### config.mk
export PLATFORM = sky130hd
export DESIGN_NAME = hazard_scoreboard
export DESIGN_NICKNAME = d
export VERILOG_FILES = /design/src/rtl/hazard_pkg.sv /design/src/rtl/hazard_stage_tracker.sv /design/src/rtl/hazard_scoreboard.sv
export SDC_FILE = /design/constraint.sdc
export NUM_CORES = 1
export LEC_CHECK = 0
export ABC_CLOCK_PERIOD_IN_PS = 3100
export CAP_MARGIN = 20
export CELL_PAD_IN_SITES_DETAIL_PLACEMENT = 1
export CELL_PAD_IN_SITES_GLOBAL_PLACEMENT = 2
export CORE_AREA = 2 2 78 80
export DETAILED_ROUTE_END_ITERATION = 10
export DIE_AREA = 0 0 80 82
export PLACE_DENSITY_LB_ADDON = 0.15
export RECOVER_POWER = 100
export SLEW_MARGIN = 25
export SYNTH_ARGS = -nofsm -noshare
export SYNTH_HDL_FRONTEND = slang
export SYNTH_SLANG_ARGS = --single-unit
### constraint.sdc
create_clock -name clk -period 3.1 [get_ports clk]
set_clock_uncertainty 0.05 [all_clocks]
set_input_delay 0.31 -clock clk [delete_from_list [all_inputs] [get_ports clk]]
set_output_delay 0.31 -clock clk [all_outputs]
set_load 0.005 [all_outputs]
### src/rtl/hazard_pkg.sv
// Shared types and constants for the pipeline hazard scoreboard.
// Holds the in-flight stage record, the operand-source encodings and the default widths.
package hazard_pkg;

  localparam int DEF_REG_ADDR_W = 4;
  localparam int DEF_NUM_SRC    = 3;
  localparam int DEF_DEPTH      = 2;
  localparam int DEF_CNT_W      = 16;

  // Records carry a fixed-width destination; narrower register files zero-extend into it.
  localparam int MAX_REG_ADDR_W = 8;

  localparam int FWD_W = 3;
  localparam logic [FWD_W-1:0] FWD_RF  = 3'd0;
  localparam logic [FWD_W-1:0] FWD_EXE = 3'd1;
  localparam logic [FWD_W-1:0] FWD_MEM = 3'd2;

  typedef struct packed {
    logic                      valid;
    logic [MAX_REG_ADDR_W-1:0] dest;
    logic                      wb_en;
    logic                      load;
  } stage_rec_t;

  localparam stage_rec_t STAGE_EMPTY = '0;

endpackage

### src/rtl/hazard_stage_tracker.sv
// DEPTH-entry shift register of in-flight instruction records behind ID.
// Entry 0 is stage 1 (EXE); flush empties every entry at the next edge.
module hazard_stage_tracker
  import hazard_pkg::*;
#(
  parameter int DEPTH = DEF_DEPTH
) (
  input  logic                   clk_i,
  input  logic                   rst_i,
  input  logic                   flush_i,
  input  logic                   push_i,
  input  stage_rec_t             rec_i,
  output stage_rec_t [DEPTH-1:0] stage_o
);

  stage_rec_t [DEPTH-1:0] stage_q;
  stage_rec_t [DEPTH-1:0] stage_d;

  always_comb begin
    stage_d = stage_q;
    if (flush_i) begin
      for (int k = 0; k < DEPTH; k++) begin
        stage_d[k] = STAGE_EMPTY;
      end
    end else begin
      stage_d[0] = push_i ? rec_i : STAGE_EMPTY;
      for (int k = 1; k < DEPTH; k++) begin
        stage_d[k] = stage_q[k-1];
      end
    end
  end

  always_ff @(posedge clk_i) begin
    if (rst_i) begin
      stage_q <= '0;
    end else begin
      stage_q <= stage_d;
    end
  end

  assign stage_o = stage_q;

endmodule

### src/rtl/hazard_scoreboard.sv
// RAW hazard detection and forwarding-source selection for an in-order pipeline.
// Stall, issue_ready and fwd_sel are combinational so a hazard holds ID in the same cycle.
module hazard_scoreboard
  import hazard_pkg::*;
#(
  parameter int REG_ADDR_W = DEF_REG_ADDR_W,
  parameter int NUM_SRC    = DEF_NUM_SRC,
  parameter int DEPTH      = DEF_DEPTH,
  parameter int CNT_W      = DEF_CNT_W
) (
  input  logic                                clk,
  input  logic                                rst,
  input  logic                                issue_valid,
  output logic                                issue_ready,
  input  logic [NUM_SRC-1:0][REG_ADDR_W-1:0]  src_addr,
  input  logic [NUM_SRC-1:0]                  src_used,
  input  logic [REG_ADDR_W-1:0]               dest_addr,
  input  logic                                wb_en,
  input  logic                                mem_r_en,
  input  logic                                forward_en,
  input  logic                                flush,
  output logic                                stall,
  output logic [NUM_SRC-1:0][FWD_W-1:0]       fwd_sel,
  output logic [CNT_W-1:0]                    stall_count
);

  stage_rec_t [DEPTH-1:0]           stage_s;
  stage_rec_t                       new_rec_s;
  logic                             push_s;
  logic [NUM_SRC-1:0][DEPTH-1:0]    match_s;
  logic [NUM_SRC-1:0][FWD_W-1:0]    pick_s;
  logic                             raw_any_s;
  logic                             load_use_s;
  logic                             hazard_s;
  logic                             quiet_s;
  logic                             unused_load_s;
  logic [CNT_W-1:0]                 cnt_q;
  logic [CNT_W-1:0]                 cnt_d;

  always_comb begin
    new_rec_s       = STAGE_EMPTY;
    new_rec_s.valid = 1'b1;
    new_rec_s.dest  = MAX_REG_ADDR_W'(dest_addr);
    new_rec_s.wb_en = wb_en;
    new_rec_s.load  = mem_r_en;
  end

  hazard_stage_tracker #(
    .DEPTH (DEPTH)
  ) u_tracker (
    .clk_i   (clk),
    .rst_i   (rst),
    .flush_i (flush),
    .push_i  (push_s),
    .rec_i   (new_rec_s),
    .stage_o (stage_s)
  );

  // Per-source compare against every stage; the youngest matching producer wins.
  always_comb begin
    match_s       = '0;
    pick_s        = '0;
    raw_any_s     = 1'b0;
    load_use_s    = 1'b0;
    unused_load_s = 1'b0;
    for (int k = 0; k < DEPTH; k++) begin
      unused_load_s = unused_load_s ^ stage_s[k].load;
    end
    for (int i = 0; i < NUM_SRC; i++) begin
      for (int k = 0; k < DEPTH; k++) begin
        match_s[i][k] = src_used[i] & stage_s[k].valid & stage_s[k].wb_en &
                        (stage_s[k].dest == MAX_REG_ADDR_W'(src_addr[i]));
      end
      for (int k = DEPTH - 1; k >= 0; k--) begin
        pick_s[i] = match_s[i][k] ? FWD_W'(k + 1) : pick_s[i];
      end
      raw_any_s  = raw_any_s | (|match_s[i]);
      load_use_s = load_use_s | ((pick_s[i] == FWD_EXE) & stage_s[0].load);
    end
  end

  // Reset and flush cycles never stall and never forward.
  always_comb begin
    quiet_s     = rst | flush;
    hazard_s    = forward_en ? load_use_s : raw_any_s;
    stall       = issue_valid & ~quiet_s & hazard_s;
    issue_ready = issue_valid & ~stall;
    push_s      = issue_ready & ~flush;
    if (forward_en && !quiet_s) begin
      fwd_sel = pick_s;
    end else begin
      fwd_sel = '0;
    end
  end

  always_comb begin
    if (stall && (cnt_q != {CNT_W{1'b1}})) begin
      cnt_d = cnt_q + CNT_W'(1);
    end else begin
      cnt_d = cnt_q;
    end
  end

  always_ff @(posedge clk) begin
    if (rst) begin
      cnt_q <= '0;
    end else begin
      cnt_q <= cnt_d;
    end
  end

  assign stall_count = cnt_q;

endmodule

==> results.txt, run 1 <==
- Yosys printed 0 warnings.
* Area taken by multi-input logic gates: roughly 900 µm²
* Synth Area in Compound Gates: around 14%
- Unrepaired setup endpoints after global routing: no
- CP cell instances: clkdlybuf4s50_1 -> xor2_1 -> nor3_1 -> nand4_1 -> a31oi_4 -> o21a_1 -> dlygate4sd3_1
* WL/cell: around 15 µm
- STA classifies the critical path endpoint as an output port.
- I/O pins: 53
- Of the synthesized area, sequential elements account for between 30% and 40%.
* Total of cells resized after clock tree synthesis: 0
- Number of nets in the finished design: between 200 and 300
* Routability Congestion: a little under 0.8
- In this run, synthesis inferred 0 flip-flops with an integrated enable.
- Number of buffers inserted by hold repair at cts: 0
- Max-cap violations in this run came to 0.
- Minimum clock period after layout: around 3 ns
* Area of the core region: roughly 5700 µm²
* Die Outline Area: ~6600 µm²
- Total power divided by cell area: 391 nW/µm²
- After clock tree synthesis, the clock-pin slew on the worst setup and hold paths is 0.07 ns.
- In this run the number of cells on the critical path is 7.
- The number of global-route vias before repair came to 1555.
- In the synthesized netlist the dominant register cell turns out to be dfxtp_1.
* Result of the run: completed
- Timing analysis after detailed placement gives a worst setup slack of 0.236 ns.
* Worst R2R Path Depth: 8
- Wires add up to about 4500 µm.
- Along the worst path, the maximum fanout reaches 7.
* Effective utilization at floorplan: 27.0%
- Area of placed instances: about 2100 µm²
- Share of synthesized area spent on multiplexers: less than 1%
- Fraction of the mapped netlist area in simple logic gates: 26.4%
* Proportion of netlist area held by the largest area contributor: between 30% and 40%
- Hold WS: between 0.3 and 0.4 ns
- The floorplan step set the die height to roughly 82 µm.
- Commonest cells post-synth: dfxtp_1 (29), xor2_1 (23), and2_1 (13), nor2_1 (12)
- In the final layout, the share of cells above drive strength 1 is 4.78%.
- Most repeated cell in the gate-level netlist after synthesis: dfxtp_1
* Bufs on Longest Clock Path: 2
- Count of mapped cells out of synthesis: about 180
* Largest incremental delay on the critical path: ~0.57 ns
* Top Metal Used: met4
* Share of flip-flops with an asynchronous set or reset: 0%
- The largest individual stage delay along the critical path comes from the cell dlygate4sd3_1.
- For this design the total switching power over the nets is ~0.00019 W.
- The first global-routing pass estimated between 7000 and 8000 µm of wire.
- Post-route design area: ~2200 µm²
* Mean post-synth cell area: approximately 8.9 µm²
* Met1 wire length: between 2000 and 2500 µm
- The number of max-slew violations in the final report is 0.
- Tot Pwr: 0.000869 W
- Largest voltage drop on the vdd net: 0.207 mV
- Required time at the endpoint of the critical path: around 2.7 ns
- In this run, synthesis produced a sequential element count of 29.
* Antenna violations before repair: 0
- Kind of critical path: in -> out
- At the pin with the least slew margin, the transition time is between 0.6 and 0.7 ns.
- After routing, the total negative slack on setup checks comes to 0 ns.
* Largest net degree at the start of global routing: 18
* Fill cells: ~710
* Number of endpoints with negative hold slack in the final report: 0
- After synthesis, the largest family of logic cells by area is simple AND/OR/NAND/NOR gates.
- Buffer count from post-CTS setup fixing: 0
- TritonCTS built the clock tree.
- The worst pin sits at a relative slew slack of between 50% and 60%.
* Dominant cell type by area after synthesis: dfxtp_1
- Detailed-routing iteration count for the pre-antenna-repair pass: 4
- GR Util All Layers: between 10 and 15%
- CTS root buf: clkbuf_8
- Clock network fraction of design power: between 40% and 50%
* Vias per inst: roughly 4.8
- Clock latency at the later pin of the worst-skew pair: between 0.2 and 0.3 ns
* Level count of the clock H-tree: 2
- Sort of element at the start of the critical path: input port
- The number of different library cells used by synthesis comes to 38.
- Vias after detailed routing: roughly 1500
- Number of CTS-inserted buffers: 5
- Cell row count: 28
- Across the whole layout, storage elements account for roughly 580 µm².
- Post-synthesis share of cell area spent on xor and xnor gates: around 16%
- Met2 wire len: 2140 µm
- The count of nets left with antenna violations once routing finished came out at 0.
* Clock Sinks: 29
- Data on the critical path arrives at its endpoint at between 2 and 3 ns.
- The detailed router finished its first iteration with 52 violations.
- Static timing analysis puts the maximum clock frequency at 343 MHz.
- DRC Markers: 0
- Of the total power, the share spent switching nets is a little over a fifth.
- Chip width: ~80 µm
* Area share of fa/ha/maj cells after synthesis: less than 1%
- Area Growth Syn to Fin: 43.4%
* Antenna diode count: 0
- CP top delay family: buffers and inverters
* Final Worst Setup Slack: between 0.15 and 0.2 ns
- Ranking of synthesized cells by area: dfxtp_1 (37%), xor2_1 (13%), and2_1 (5.2%)
- The count of buffers added on input and output ports is 49.
* Combinational fraction of design power: 8.6%
- Internal power: a little under 0.0007 W
- Setup-violating endpoint count in the final report: 0
* DPL Wire Length: between 3000 and 4000 µm
- Along the worst hold path, the cell count comes to 1.
- Buf/Inv on CP: 2
- Overflow after GRT: 0
* Sum of met3 wire segment lengths after detailed routing: approximately 140 µm
- Post-synthesis instance area: between 1500 and 2000 µm²
* Class of the most critical hold timing path: reg -> reg
* Leakage Power: around 0.88 nW
* Post-route fraction of the period consumed by the critical path: 94.2%
- Part of the total power dissipated in sequential elements: between 40% and 50%
[cells in the final DEF (no fill, tap or decap), drive strengths merged, types with 2 or more instances in the layout]
cell type and instances:
o31ai 5, dfxtp 29, nand2 7, and2 14, clkbuf 8, xnor2 6
nor3 6, and3 4, o21a 2, nor3b 3, o21ai 6, o211ai 2
inv 3, or4 6, nand3 8, nand4 8, a21oi 8, xor2 23
clkdlybuf4s50 26, or3 2, o2111ai 3, dlygate4sd3 23, nor2 13, conb 3
[per-layer routing]
layer / up-vias / global-route usage, %
li1: 739 / -
met1: 695 / 19.6
met2: 25 / 24.5
met3: 2 / 3.30
met4: 0 / 4.24
met5: - / 0
[cells by family after synthesis]
family | after synthesis
other | 1
muxes | 1
AOI/OAI and AO/OA | 31
DFF | 29
and+or+nand+nor | 73
adders and majority gates | 1
xor gates and xnor gates | 29
buffers and inverters | 10
[final timing paths]
kind                                           start               endpoint  slack (ns)
worst max-delay path                    src_addr[10]                  stall        0.18
worst min-delay path            u_tracker.stage_o[1]  u_tracker.stage_o[12]        0.40
worst max register to register  u_tracker.stage_o[4]         stall_count[1]        0.56
worst min register to register  u_tracker.stage_o[1]  u_tracker.stage_o[12]        0.40
[power groups by stage]
stage          registers, W   logic, W  clock network (W)
2_1_floorplan      0.000387  0.0000290                  0
3_3_place_gp       0.000388  0.0000757                  0
3_5_place_dp       0.000388  0.0000762                  0
4_1_cts            0.000379  0.0000770           0.000433
5_1_grt            0.000380  0.0000813           0.000447
6_report           0.000380  0.0000749           0.000415
[state kept, by name, summed over array words and instances, names as in the netlist]
| name | flops |
|---|---|
| stall_count | 16 |
| u_tracker.stage_o | 13 |
[worst reg2reg max path: stages, from the launching register on]
cell	delay, ns
dfxtp_1	0.46
xor2_1	0.21
nor3_1	0.09
nand4_1	0.15
nand3_1	0.30
o21ai_2	0.62
clkbuf_1	0.28
mux2i_1	0.23
nor2_1	0.05
[metrics by stage]
stage          util [%]  cells
2_1_floorplan         -    177
3_3_place_gp       36.9    297
3_5_place_dp       36.9    297
4_1_cts            39.0    305
5_1_grt            38.7    305
6_report           38.7    305
[cell type report]
| class | instances | share of cell area [%] |
|---|---|---|
| repair buffers | 52 | 22.7 |
| clock buffers | 6 | 3.71 |
| inverters | 3 | 0.506 |
| flip-flops and latches | 29 | 26.1 |
| clock inverters | 2 | 1.69 |
| multi-input cells | 138 | 41.1 |
| well taps | 75 | 4.22 |
Power figures use the tool's default switching activity.
==> run 2: changes to the inputs <==
RECOVER_POWER = 50   (was 100)
==> run 2 against run 1 <==
  * Hold slack about the same
  * Highest routed layer unchanged
  * First-iteration DRC count increased by 7.7%
  * Count of clock-buffer cells in the layout unchanged
  * Non-clock buffer count unchanged
  * Total power about the same
  * Worst setup slack improved by 0.063 ns
  * Die area unchanged
  * Critical endpoint unchanged
  * Flip-flop and latch count unchanged
  * Via count increased by 0.62%
==> results.txt, run 2 (same netlist as run 1, synthesis figures left out) <==
- The number of post-CTS setup repair buffers came to 0 (unchanged).
- Crit path max fanout: 7 (unchanged)
- Area Growth Syn to Fin: 43.6%
* Area occupied by registers: 581 µm² (unchanged)
* Count of routing violations after the opening detailed-route iteration: 56 (+7.7%)
- The floorplan core area came to 5750 µm² (unchanged).
* Count of buffers from port buffering: 49 (unchanged)
- The global-route usage over all layers was 14.9% (unchanged).
- The static leakage was 0.867 nW (-2.0%).
- Vias per inst: 4.82 (+0.62%)
* Most frequent cells in the layout: clkdlybuf4s50_1 (32), dfxtp_1 (29), xor2_1 (23), dlygate4sd3_1 (17), nor2_1 (13)
- Sort of element at the start of the critical path: input port
- Minimum clock period after layout: 2.86 ns (-0.0630 ns)
- The count of instances resized after the clock tree is built is 0 (unchanged).
- Antenna violations before repair: 0 (unchanged)
- Setup-violating endpoint count in the final report: 0 (unchanged)
- The CTS clock-pin slew for the worst setup and hold paths was 0.07 ns (about the same).
- The number of buffers created by CTS was 5 (unchanged).
* Level count of the clock H-tree: 2 (unchanged)
- Hold WS: 0.398 ns (-0.000237 ns)
* Total count of max-transition violations in the final report: 0 (unchanged)
- Fill cells: 708 (-0.14%)
- WL/cell: 14.9 µm (unchanged)
- TritonCTS clock tree: yes
- The initial standard-cell utilization of the core was 27.0% (unchanged).
- STA classifies the critical path endpoint as an output port.
* Antenna diode count: 0 (unchanged)
- Buf/Inv on CP: 2 (unchanged)
* Overall die height: 82 µm (unchanged)
- Kind of critical path: in -> out
- Routability Congestion: 0.783 (unchanged)
* Number of buffers inserted by hold repair at cts: 0 (unchanged)
- Clock Sinks: 29 (unchanged)
- DPL Wire Length: 3590 µm (unchanged)
* Detailed-routing iteration count for the pre-antenna-repair pass: 4 (unchanged)
- Largest net degree at the start of global routing: 18 (unchanged)
* Total power divided by cell area: 390 nW/µm² (-0.26%)
- Number of global-route vias before repair: 1555 (unchanged)
* Data arrival time of the critical path: 2.50 ns (-0.06 ns)
- First-pass GRT wire length: 7490 µm (unchanged)
- Chip width: 80 µm (unchanged)
- The flip-flop count of the largest register, all copies and words added is 16 (unchanged).
- Bufs on Longest Clock Path: 2 (unchanged)
- CP top delay family: buffers and inverters
- Leaving out fill and tap cells, the most frequent cell in the layout is clkdlybuf4s50_1.
- The tree is rooted in a clkbuf_8.
- Traced cell by cell, the critical path runs through clkdlybuf4s50_1 -> xor2_1 -> nor3_1 -> nand4_1 -> a31oi_4 -> o21a_1 -> clkdlybuf4s50_1.
- Vias after detailed routing: 1470 (+0.62%)
- Largest voltage drop on the vdd net: 0.207 mV (-0.11%)
- Post-route design area: 2230 µm² (+0.17%)
* Clock latency at the later pin of the worst-skew pair: 0.28 ns (about the same)
- Actual transition at the worst max-transition pin: 0.629 ns (+0.00534 ns)
- The routed wire length is 4540 µm (unchanged).
* DRC Markers: 0 (unchanged)
* Post-route fraction of the period consumed by the critical path: 92.1% (-2.0 points)
- Area of placed instances: 2120 µm² (unchanged)
- The number of nets in the final layout came to 256 (unchanged).
* Overflow after GRT: 0 (unchanged)
* Setup total negative slack: 0 ns (unchanged)
- Class of the most critical hold timing path: reg -> reg
* Cell repeated most along the worst path: clkdlybuf4s50_1
- Die Outline Area: 6560 µm² (unchanged)
* Worst slew margin: 58.0% (-0.36 points)
* Largest incremental delay on the critical path: 0.51 ns (-0.06 ns)
- ANT nets after route: 0 (unchanged)
- Among all stages on the critical path, the largest delay is contributed by clkdlybuf4s50_1.
* Max-cap violations: 0 (unchanged)
- Required time at the endpoint of the critical path: 2.74 ns (about the same)
* I/O pins: 53 (unchanged)
* Result of the run: completed
* Max Clock Freq: 350 MHz (+2.2%)
- The standard-cell row count came to 28 (unchanged).
- The fraction of layout cells with a size suffix above 1 is 5.22% (+0.43 points).
* Number of endpoints with negative hold slack in the final report: 0 (unchanged)
* Area taken by multi-input logic gates: 915 µm² (unchanged)
- Setup repair after global routing left no endpoint under its margin.
[run 2: cell types whose count changed in the layout (fill, tap and decap cells not counted), sizes merged]
cell and delta:
buf +1, clkdlybuf4s50 +6, dlygate4sd3 -6, clkbuf -1
[run 2: final timing paths]
kind / from / endpoint / slack [ns] / depth (start not counted)
hold / removal: u_tracker.stage_o[1] / u_tracker.stage_o[12] / 0.40 / 1
setup / recovery: src_addr[10] / stall / 0.24 / 7
hold reg to reg: u_tracker.stage_o[1] / u_tracker.stage_o[12] / 0.40 / 1
setup reg to reg: u_tracker.stage_o[4] / stall_count[1] / 0.61 / 8
[run 2: metal layers]
metal	vias to the layer above	GRT usage (%)	share of wire [%]
met3	4	3.30	3.3
met2	30	24.5	47
met4	0	4.24	0.59
met1	697	19.6	49
li1	739	-	-
met5	-	0	0
[run 2: power by group]
part	internal, W	total [W]	leakage (nW)	switching (W)
registers	0.000376	0.000380	0.234	0.00000369
logic	0.0000438	0.0000750	0.575	0.0000313
clock network	0.000261	0.000414	0.0574	0.000153
[run 2: metrics by stage]
| stage | power [W] | setup slack (ns) | std cells | utilization, % |
|---|---|---|---|---|
| 6_report | 0.000869 | 0.244 | 305 | 38.8 |
| 5_1_grt | 0.000908 | 0.100 | 305 | 38.8 |
| 4_1_cts | 0.000889 | 0.250 | 305 | 39.0 |
| 3_5_place_dp | 0.000464 | 0.236 | 297 | 36.9 |
| 3_3_place_gp | 0.000464 | 0.278 | 297 | 36.9 |
| 2_1_floorplan | 0.000416 | 1.07 | 177 | - |
[run 2: cell type report]
class	count	area share, %
tap	75	4.21
timing repair buffer	52	22.8
multi-input combinational	138	41.0
sequential	29	26.0
clock buffer	6	3.70
clock inverter	2	1.68
inverter	3	0.505
==> run 3: changes to the inputs <==
ABC_AREA = 1   (was default)
CORE_AREA = 2 2 88 90   (was 2 2 78 80)
DIE_AREA = 0 0 90 92   (was 0 0 80 82)
==> run 3 against run 2 <==
  * First-iteration DRC count grew 11%
  * Synthesized cell count grew 79%
  * Largest cell class unchanged
  * Highest routed layer unchanged
  * Combinational power grew 23%
  * Global-route usage grew 0.97 points
  * Largest power group is now sequential cells
  * Critical path depth grew 5
  * Via count grew 43%
  * Clock power shrank 25%
  * Cell area grew 17%
==> results.txt, run 3 <==
* Result of the run: completed
- Count of buffers from port buffering: 49 (unchanged)
- The post-synthesis async set-or-reset flop share was 0% (unchanged).
* Sequential element share of the synthesized area: 29.8% (-7.6 points)
- Antenna violations before repair: 0 (unchanged)
* Number of enable-type register cells in the synthesized netlist: 0 (unchanged)
- The global-route usage over all layers came to 15.8% (+0.97 points).
- The mean instance size in the synthesized netlist is 6.20 µm² (-30%).
- The fraction of layout cells with a size suffix above 1 is 5.72% (+0.50 points).
- Routability Congestion: 0.829 (+5.8%)
- The standard cell area after detailed placement is 2540 µm² (+20%).
- Most frequent cells in the layout: nand2_1 (95), nor2_1 (43), inv_1 (39), clkdlybuf4s50_1 (32), dfxtp_1 (29)
- TritonCTS built the clock tree.
* Kind of critical path: in -> out
- Primary flip-flop cell chosen by synthesis mapping: dfxtp_1
- Area of the core region: 7450 µm² (+30%)
* Dominant cell type by area after synthesis: dfxtp_1
- The total negative setup slack was 0 ns (unchanged).
* Overall die height: 92 µm (+12%)
* Leakage Power: 1.09 nW (+26%)
- After synthesis, the most frequently instantiated cells are nand2_1 (95), nor2_1 (42), inv_1 (39), dfxtp_1 (29), nand3_1 (20).
- The worst setup path is captured at an output port.
- The internal power is 0.000576 W (-15%).
* Most frequent standard cell in the layout excluding fill and tap cells: nand2_1
* Class of the most critical hold timing path: reg -> reg
- DPL Wire Length: 4880 µm (+36%)
- The met2 usage is 30.0% (+5.5 points).
- Most repeated cell in the gate-level netlist after synthesis: nand2_1
- Level count of the clock H-tree: 2 (unchanged)
- The tree is rooted in a clkbuf_8.
- The utilization after layout was 35.1% (-3.7 points).
- Number of endpoints with negative hold slack in the final report: 0 (unchanged)
* Die Outline Area: 8280 µm² (+26%)
- The met3 track utilization from global routing was 3.12% (-0.17 points).
- The number of DRC markers in iteration 0 was 62 (+11%).
* Post-route fraction of the period consumed by the critical path: 81.5% (-11 points)
- The number of max-slew violations in the final report came to 0 (unchanged).
* Data arrival time of the critical path: 2.17 ns (-0.33 ns)
- Cell row count: 32 (+14%)
- Minimum clock period after layout: 2.53 ns (-0.330 ns)
- The hold buffer count at CTS came to 0 (unchanged).
* Number of CTS-inserted buffers: 5 (unchanged)
- The slew of the pin with the lowest slew margin was 0.873 ns (+0.244 ns).
- The number of distinct library cells after synthesis came to 31 (-18%).
- Worst slew margin: 41.8% (-16 points)
- The sequential cell fraction of total power is 48.5% (+4.8 points).
- Antenna diode count: 0 (unchanged)
* Max Clock Freq: 396 MHz (+13%)
- Bufs on Longest Clock Path: 2 (unchanged)
- The routed wire length was 6140 µm (+35%).
* Ranking of synthesized cells by area: dfxtp_1 (30%), nand2_1 (18%), nor2_1 (8.1%)
- The part of the total power dissipated in combinational logic was 11.8% (+3.2 points).
- Number of flip-flops in the largest register: 16 (unchanged)
- The average wire length per cell after detail routing came to 13.1 µm (-12%).
* Post-route design area: 2620 µm² (+17%)
- Routing usage on met1: 17.5% (-2.0 points)
- I/O pins: 53 (unchanged)
- Clock latency at the later pin of the worst-skew pair: 0.29 ns (about the same)
* Highest-utilization routing layer at the global route stage: met2
* Unrepaired setup endpoints after global routing: no
- The number of maximum-capacitance violations came to 0 (unchanged).
- Clock Sinks: 29 (unchanged)
- Number of global-route vias before repair: 2255 (+45%)
* Overflow after GRT: 0 (unchanged)
- The number of flip-flops and latches in the synthesized netlist was 29 (unchanged).
* Chip width: 90 µm (+13%)
- Fill cells: 982 (+39%)
- The number of cells produced by synthesis was 314 (+79%).
- Post-synthesis instance area: 1950 µm² (+25%)
- The number of endpoints failing setup at the final stage is 0 (unchanged).
- The part of the power in the clock network is 39.7% (-8.0 points).
- Switching power of the nets: 0.000206 W (+9.8%)
- The count of instances resized after the clock tree is built was 0 (unchanged).
- Vias per inst: 4.49 (-6.8%)
- The maximum number of pins on one net before global-route repair was 19 (+1).
- The number of nets still failing antenna checks after routing came to 0 (unchanged).
* Largest voltage drop on the vdd net: 0.130 mV (-37%)
- Sw Share: 26.4% (+4.7 points)
- The via count of the routed design is 2107 (+43%).
- The data required time at the worst endpoint is 2.74 ns (about the same).
- The wire length of the first global-routing pass is 10600 µm (+41%).
- Warning count from the yosys run: 0 (unchanged)
- The highest fanout seen on the critical path was 3 (-4).
* Detailed-routing iteration count for the pre-antenna-repair pass: 4 (unchanged)
- Buffer count from post-CTS setup fixing: 0 (unchanged)
- Clock-pin slew of the registers on the worst-case setup and hold paths: 0.07 ns (about the same)
- DRC Markers: 0 (unchanged)
- The worst setup path is launched from an input port.
- The fraction of post-synthesis cell area in the top cell type by area came to 29.8% (-7.6 points).
- Area Growth Syn to Fin: 34.4%
- Total power divided by cell area: 299 nW/µm² (-23%)
- Effective utilization at floorplan: 26.1% (-0.88 points)
* Number of nets in the finished design: 393 (+54%)
run 3: logic make-up (layout without fill, tap and decap cells):
kind of cell	count (synthesis)	count (layout)	synth area share, %
buffers and inverters	49	100	10.7
DFF	29	29	29.8
other	1	3	0.193
xor gates and xnor gates	18	18	8.10
and+or+nand+nor	196	196	44.9
adders and majority gates	1	1	0.643
AOI/OAI and AO/OA	20	20	5.66
run 3: layer usage:
metal  share of wire, %  up-vias  wire length (µm)
li1                   -     1095                 -
met1                 43      968              2660
met2                 52       37              3210
met3                3.0        7               185
met4                1.4        0                88
met5                  0        -                 0
run 3: path summary, 6_finish.rpt:
kind,start,to,slack (ns),cells after the start
hold reg to reg,u_tracker.stage_o[1],u_tracker.stage_o[12],0.43,2
setup reg to reg,stall_count[0],stall_count[0],0.87,10
hold / removal,u_tracker.stage_o[1],u_tracker.stage_o[12],0.43,2
setup / recovery,src_addr[4],stall,0.57,12
run 3: power by group through the flow:
stage	Clock, W	Sequential (W)	Combinational (W)
floorplan	0	0.000387	0.0000454
global placement	0	0.000388	0.0000938
detailed placement	0	0.000388	0.0000947
CTS	0.000328	0.000380	0.0000953
global route	0.000347	0.000380	0.000104
finish	0.000310	0.000380	0.0000924
run 3: critical path, cell delays in order:
cell             delay [ns]
clkdlybuf4s50_1        0.52
inv_1                  0.07
nand2_1                0.06
nand2_1                0.04
nor2_1                 0.15
nand3_1                0.13
nand3_1                0.11
nand2_1                0.08
nand2_2                0.09
nand2_1                0.05
inv_1                  0.06
clkdlybuf4s50_1        0.49
run 3: per-stage QoR:
| step | total power, W | std cells | hold WS [ns] | setup slack (ns) |
|---|---|---|---|---|
| after floorplan | 0.000432 | 316 | 0.372 | 1.33 |
| after CTS | 0.000803 | 469 | 0.432 | 0.542 |
| after global placement | 0.000482 | 461 | 0.407 | 0.580 |
| final | 0.000782 | 469 | 0.427 | 0.574 |
| after global routing | 0.000831 | 469 | 0.458 | 0.387 |
| after detailed placement | 0.000483 | 461 | 0.420 | 0.554 |
run 3: layout make-up:
type / count / area (µm²) / share of cell area [%]
Multi-Input combinational cell: 238 / 1160 / 44.5
Sequential cell: 29 / 581 / 22.2
Timing Repair Buffer: 52 / 509 / 19.5
Inverter: 40 / 150 / 5.74
Tap cell: 102 / 128 / 4.88
Clock buffer: 5 / 68.8 / 2.63
Clock inverter: 3 / 17.5 / 0.669
==> patch 1, RTL diff (config.mk and constraints of run 3) <==
The package constant `DEF_DEPTH` goes from 2 to 4.
--- a/src/rtl/hazard_pkg.sv
+++ b/src/rtl/hazard_pkg.sv
@@ -4,7 +4,7 @@
 
   localparam int DEF_REG_ADDR_W = 4;
   localparam int DEF_NUM_SRC    = 3;
-  localparam int DEF_DEPTH      = 2;
+  localparam int DEF_DEPTH      = 4;
   localparam int DEF_CNT_W      = 16;
 
   // Records carry a fixed-width destination; narrower register files zero-extend into it.
Check against the original RTL: not equivalent (a bounded check fails within 4 cycles, from zero or initial values and one cycle with rst high).
==> patch 1 against run 3 <==
Highest routed layer unchanged; area after synthesis is 44% higher; critical endpoint is now issue_ready; power is 43% higher; via count is 33% higher; sequential cell count is 12 higher; final area is 35% higher; setup slack worse by 220 ps; worst hold slack worse by 53 ps; routed wire length is 33% higher.
==> patch 1: results (changes against run 3) <==
Worst Path Max Fanout=5 (+2); clock slew at reported path FFs=80 ps; Vias=2,807 (+33%); Port Buf Inserts=52 (+6.1%); number of post-CTS setup repair buffers=0 (unchanged); DRT Pass-1 Iters=4 (unchanged); worst hold path class=reg2reg; worst path arrival time=2390 ps (+220 ps); R2R setup slack=910 ps (+40 ps); number of global-route vias before repair=2,855 (+27%); nets=524 (+33%); first-pass GRT wire length=13.6 mm (+28%); Main synth FF type=dfxtp_1; status=completed; Max Buffers Root-to-Sink=2 (unchanged); GR Util All Layers=20.5% (+4.7 points); Slew @ Worst Pin=916 ps (+43.2 ps); H-tree lvl count=2 (unchanged); synth cell count leaders=nand2_1, inv_1, nor2_1; Synth async-reset ratio=0% (unchanged); largest cells by area after synthesis=dfxtp_1, nand2_1, inv_1; initial antenna violation count=0 (unchanged); Placer Congestion=0.851 (+2.7%); DRT iter0 DRCs=49 (-21%); VDD IR max=0.248 mV (+91%); hold depth=2 (unchanged); sequential area share after synthesis=29.2% (-0.64 points); Mapped Cells=442 (+41%); post-cts resize count=0 (unchanged); Worst-Skew Late Latency=290 ps (about the same); Register-to-Register Path Depth=12 (+2); max FFs per register=25 (+9); Root Driver=clkbuf_8; largest net degree at the start of global routing=19 (unchanged); Hold EP=u_tracker.stage_o[23]; routed len/inst=13.6 um (+3.8%); Leak Pwr=0.00150 uW (+38%); reg2reg start=u_tracker.stage_o[2]; Ant. Diodes=0 (unchanged); Inst Count DP=592 (+28%); Synth cell types=32 (+3.2%); R2R Path End=stall_count[7]; syn nets=469; hpwl dp=6.74 mm (+38%); minimum hold slack=374 ps (-53.5 ps); Filler Cell Count=1,027 (+4.6%); DRT Wirelength=8.15 mm (+33%); placement-stage cell area=3420 um^2 (+35%); Min-Delay Startpoint=u_tracker.stage_o[12]; share of cells above drive strength 1=13.5% (+7.7 points)
patch 1: logic make-up after synthesis:
group	count (synthesis)	synth area share (%)
and+or+nand+nor	277	45.8
xor gates and xnor gates	25	7.78
buffers and inverters	72	10.7
AOI/OAI and AO/OA	26	6.09
adders and majority gates	1	0.445
DFF	41	29.2
patch 1: worst max path at each step:
| stage | endpoint | slack, ps | from |
|---|---|---|---|
| after floorplan | stall_count[12] | 1280 | stall_count[0] |
| after global placement | issue_ready | 360 | src_addr[3] |
| after detailed placement | issue_ready | 330 | src_addr[1] |
| after CTS | issue_ready | 340 | src_addr[1] |
| after global routing | issue_ready | 140 | src_addr[3] |
| final | issue_ready | 350 | src_addr[10] |
patch 1: area by class of cell:
| cell class | instances | area share, % |
|---|---|---|
| multi-input cells | 329 | 47.8 |
| well taps | 102 | 3.61 |
| inverters | 66 | 7.00 |
| clock inverters | 2 | 1.06 |
| clock buffers | 6 | 2.33 |
| flip-flops and latches | 41 | 23.2 |
| repair buffers | 54 | 15.0 |
patch 1: worst max-delay path, stage by stage:
cell             delay (ps)
clkdlybuf4s50_1         600
nand2_1                  80
nand2_1                  80
nor2_1                   50
nand3_2                 120
nand2_1                  60
nor2_1                  230
nand3_4                 150
nand3_4                 110
nand2_1                  60
inv_1                    50
clkdlybuf4s50_1         490
patch 1: power breakdown:
| part | total (uW) | switching, uW | internal [uW] |
|---|---|---|---|
| clock | 456 | 194 | 262 |
| combinational | 131 | 74.9 | 56.1 |
| sequential | 534 | 3.71 | 530 |
patch 1: routing by layer:
layer | part of all wire, % | up-vias | global-route usage [%]
li1 | - | 1457 | -
met4 | 1.7 | 0 | 6.03
met3 | 2.5 | 12 | 2.96
met2 | 51 | 45 | 37.7
met1 | 45 | 1293 | 24.7
met5 | 0 | - | 0
patch 1: stage by stage:
stage	setup WS, ps	util [%]
final	353	47.5
after global routing	140	47.5
after CTS	340	47.6
after detailed placement	330	46.0
after global placement	360	46.0
after floorplan	1280	-
==> patch 2, RTL diff (settings of run 3) <==
Made on the original files. Register the output `stall_count` once more, cleared by the reset; this adds one clock of latency there. The other outputs are not delayed to match.
--- a/src/rtl/hazard_scoreboard.sv
+++ b/src/rtl/hazard_scoreboard.sv
@@ -109,7 +109,13 @@
     end
   end
 
-  assign stall_count = cnt_q;
+  always_ff @(posedge clk) begin
+    if (rst) begin
+      stall_count <= '0;
+    end else begin
+      stall_count <= cnt_q;
+    end
+  end
 
 endmodule
 
Function: changed (Yosys sat finds a counterexample within 4 cycles, from zero or initial values and one cycle with rst high).
==> patch 2 against run 3 <==
The run now ends with capacitance limit, slew limit left; area after synthesis increased by 19%; power increased by 36%; die area did not move; setup slack got worse by 42 ps; register-to-register slack improved by 30 ps; clock power grew 24%; utilization is 5.1 points higher; via count rose by 6.2%; routed wire length grew 7.2%; sequential cell count increased by 16; final area rose by 14%; synthesized cell count increased by 8.6%; critical path type unchanged.
==> patch 2: results (changes against run 3) <==
status=finished, violations left; failing checks=capacitance limit, slew limit; Max Freq=389 MHz (-1.6%); minimum hold slack=420 ps (-7.41 ps); largest cells by area after synthesis=dfxtp_1, nand2_1, nor2_1; placement-stage cell area=2900 um^2 (+14%); Placer Congestion=0.853 (+2.9%); GR Util met3=2.96% (-0.16 points); nets=419 (+6.6%); routed len/inst=13.3 um (+1.5%); synth cell count leaders=nand2_1, nor2_1, dfxtp_1; share of cells above drive strength 1=8.91% (+3.2 points); largest net degree at the start of global routing=31 (+12); Inst Count DP=487 (+5.6%); sequential area share after synthesis=38.9% (+9.1 points); wl on met1=2.95 mm (+11%); number of global-route vias before repair=2,361 (+4.7%); CP max stage delay=500 ps (-20 ps); worst path arrival time=2210 ps (+40 ps); Slew Viols, Final=30 (+30); met2 GRT Util=31.1% (+1.1 points); maxcap violations=1 (+1); Hold EP=u_tracker.stage_o[21]; Setup crit start=src_addr[8]; via density per instance=4.52 (+0.59%); Synth cell types=28 (-9.7%); Min-Delay Startpoint=u_tracker.stage_o[10]; Vias=2,237 (+6.2%); Leak Pwr=0.00127 uW (+16%); R2R setup slack=900 ps (+30 ps); first-pass GRT wire length=11.4 mm (+8.0%)
patch 2: cell count changes in the layout (fill, tap and decap cells not counted), moves of 6 or more:
cell	run 3	this run
dfxtp_1	29	45
nor2_1	43	59
a21oi_1	15	7
nand2_1	95	87
inv_2	1	8
a21oi_2	1	7
patch 2: final cells by class:
type	instances	area, um^2
inverters	50	188
clock buffers	6	82.6
flip-flops and latches	45	901
fillers	954	4450
clock inverters	2	13.8
repair buffers	52	509
multi-input cells	238	1170
well taps	102	128
patch 2: kinds of logic after synthesis:
family	count (synthesis)	synth area share, %
AO/OA/AOI/OAI	15	4.37
AND/OR/NAND/NOR	202	38.8
XOR/XNOR	17	6.43
flip-flops	45	38.9
adder cells (fa/ha/maj)	1	0.540
buffers and inverters	60	10.8
other	1	0.162
patch 2: where the power goes:
group          leakage (uW)  switching (uW)  internal, uW  total [uW]
logic              0.000854            47.9          44.8        92.7
clock network     0.0000512             203           181         384
registers          0.000363            3.77           581         585
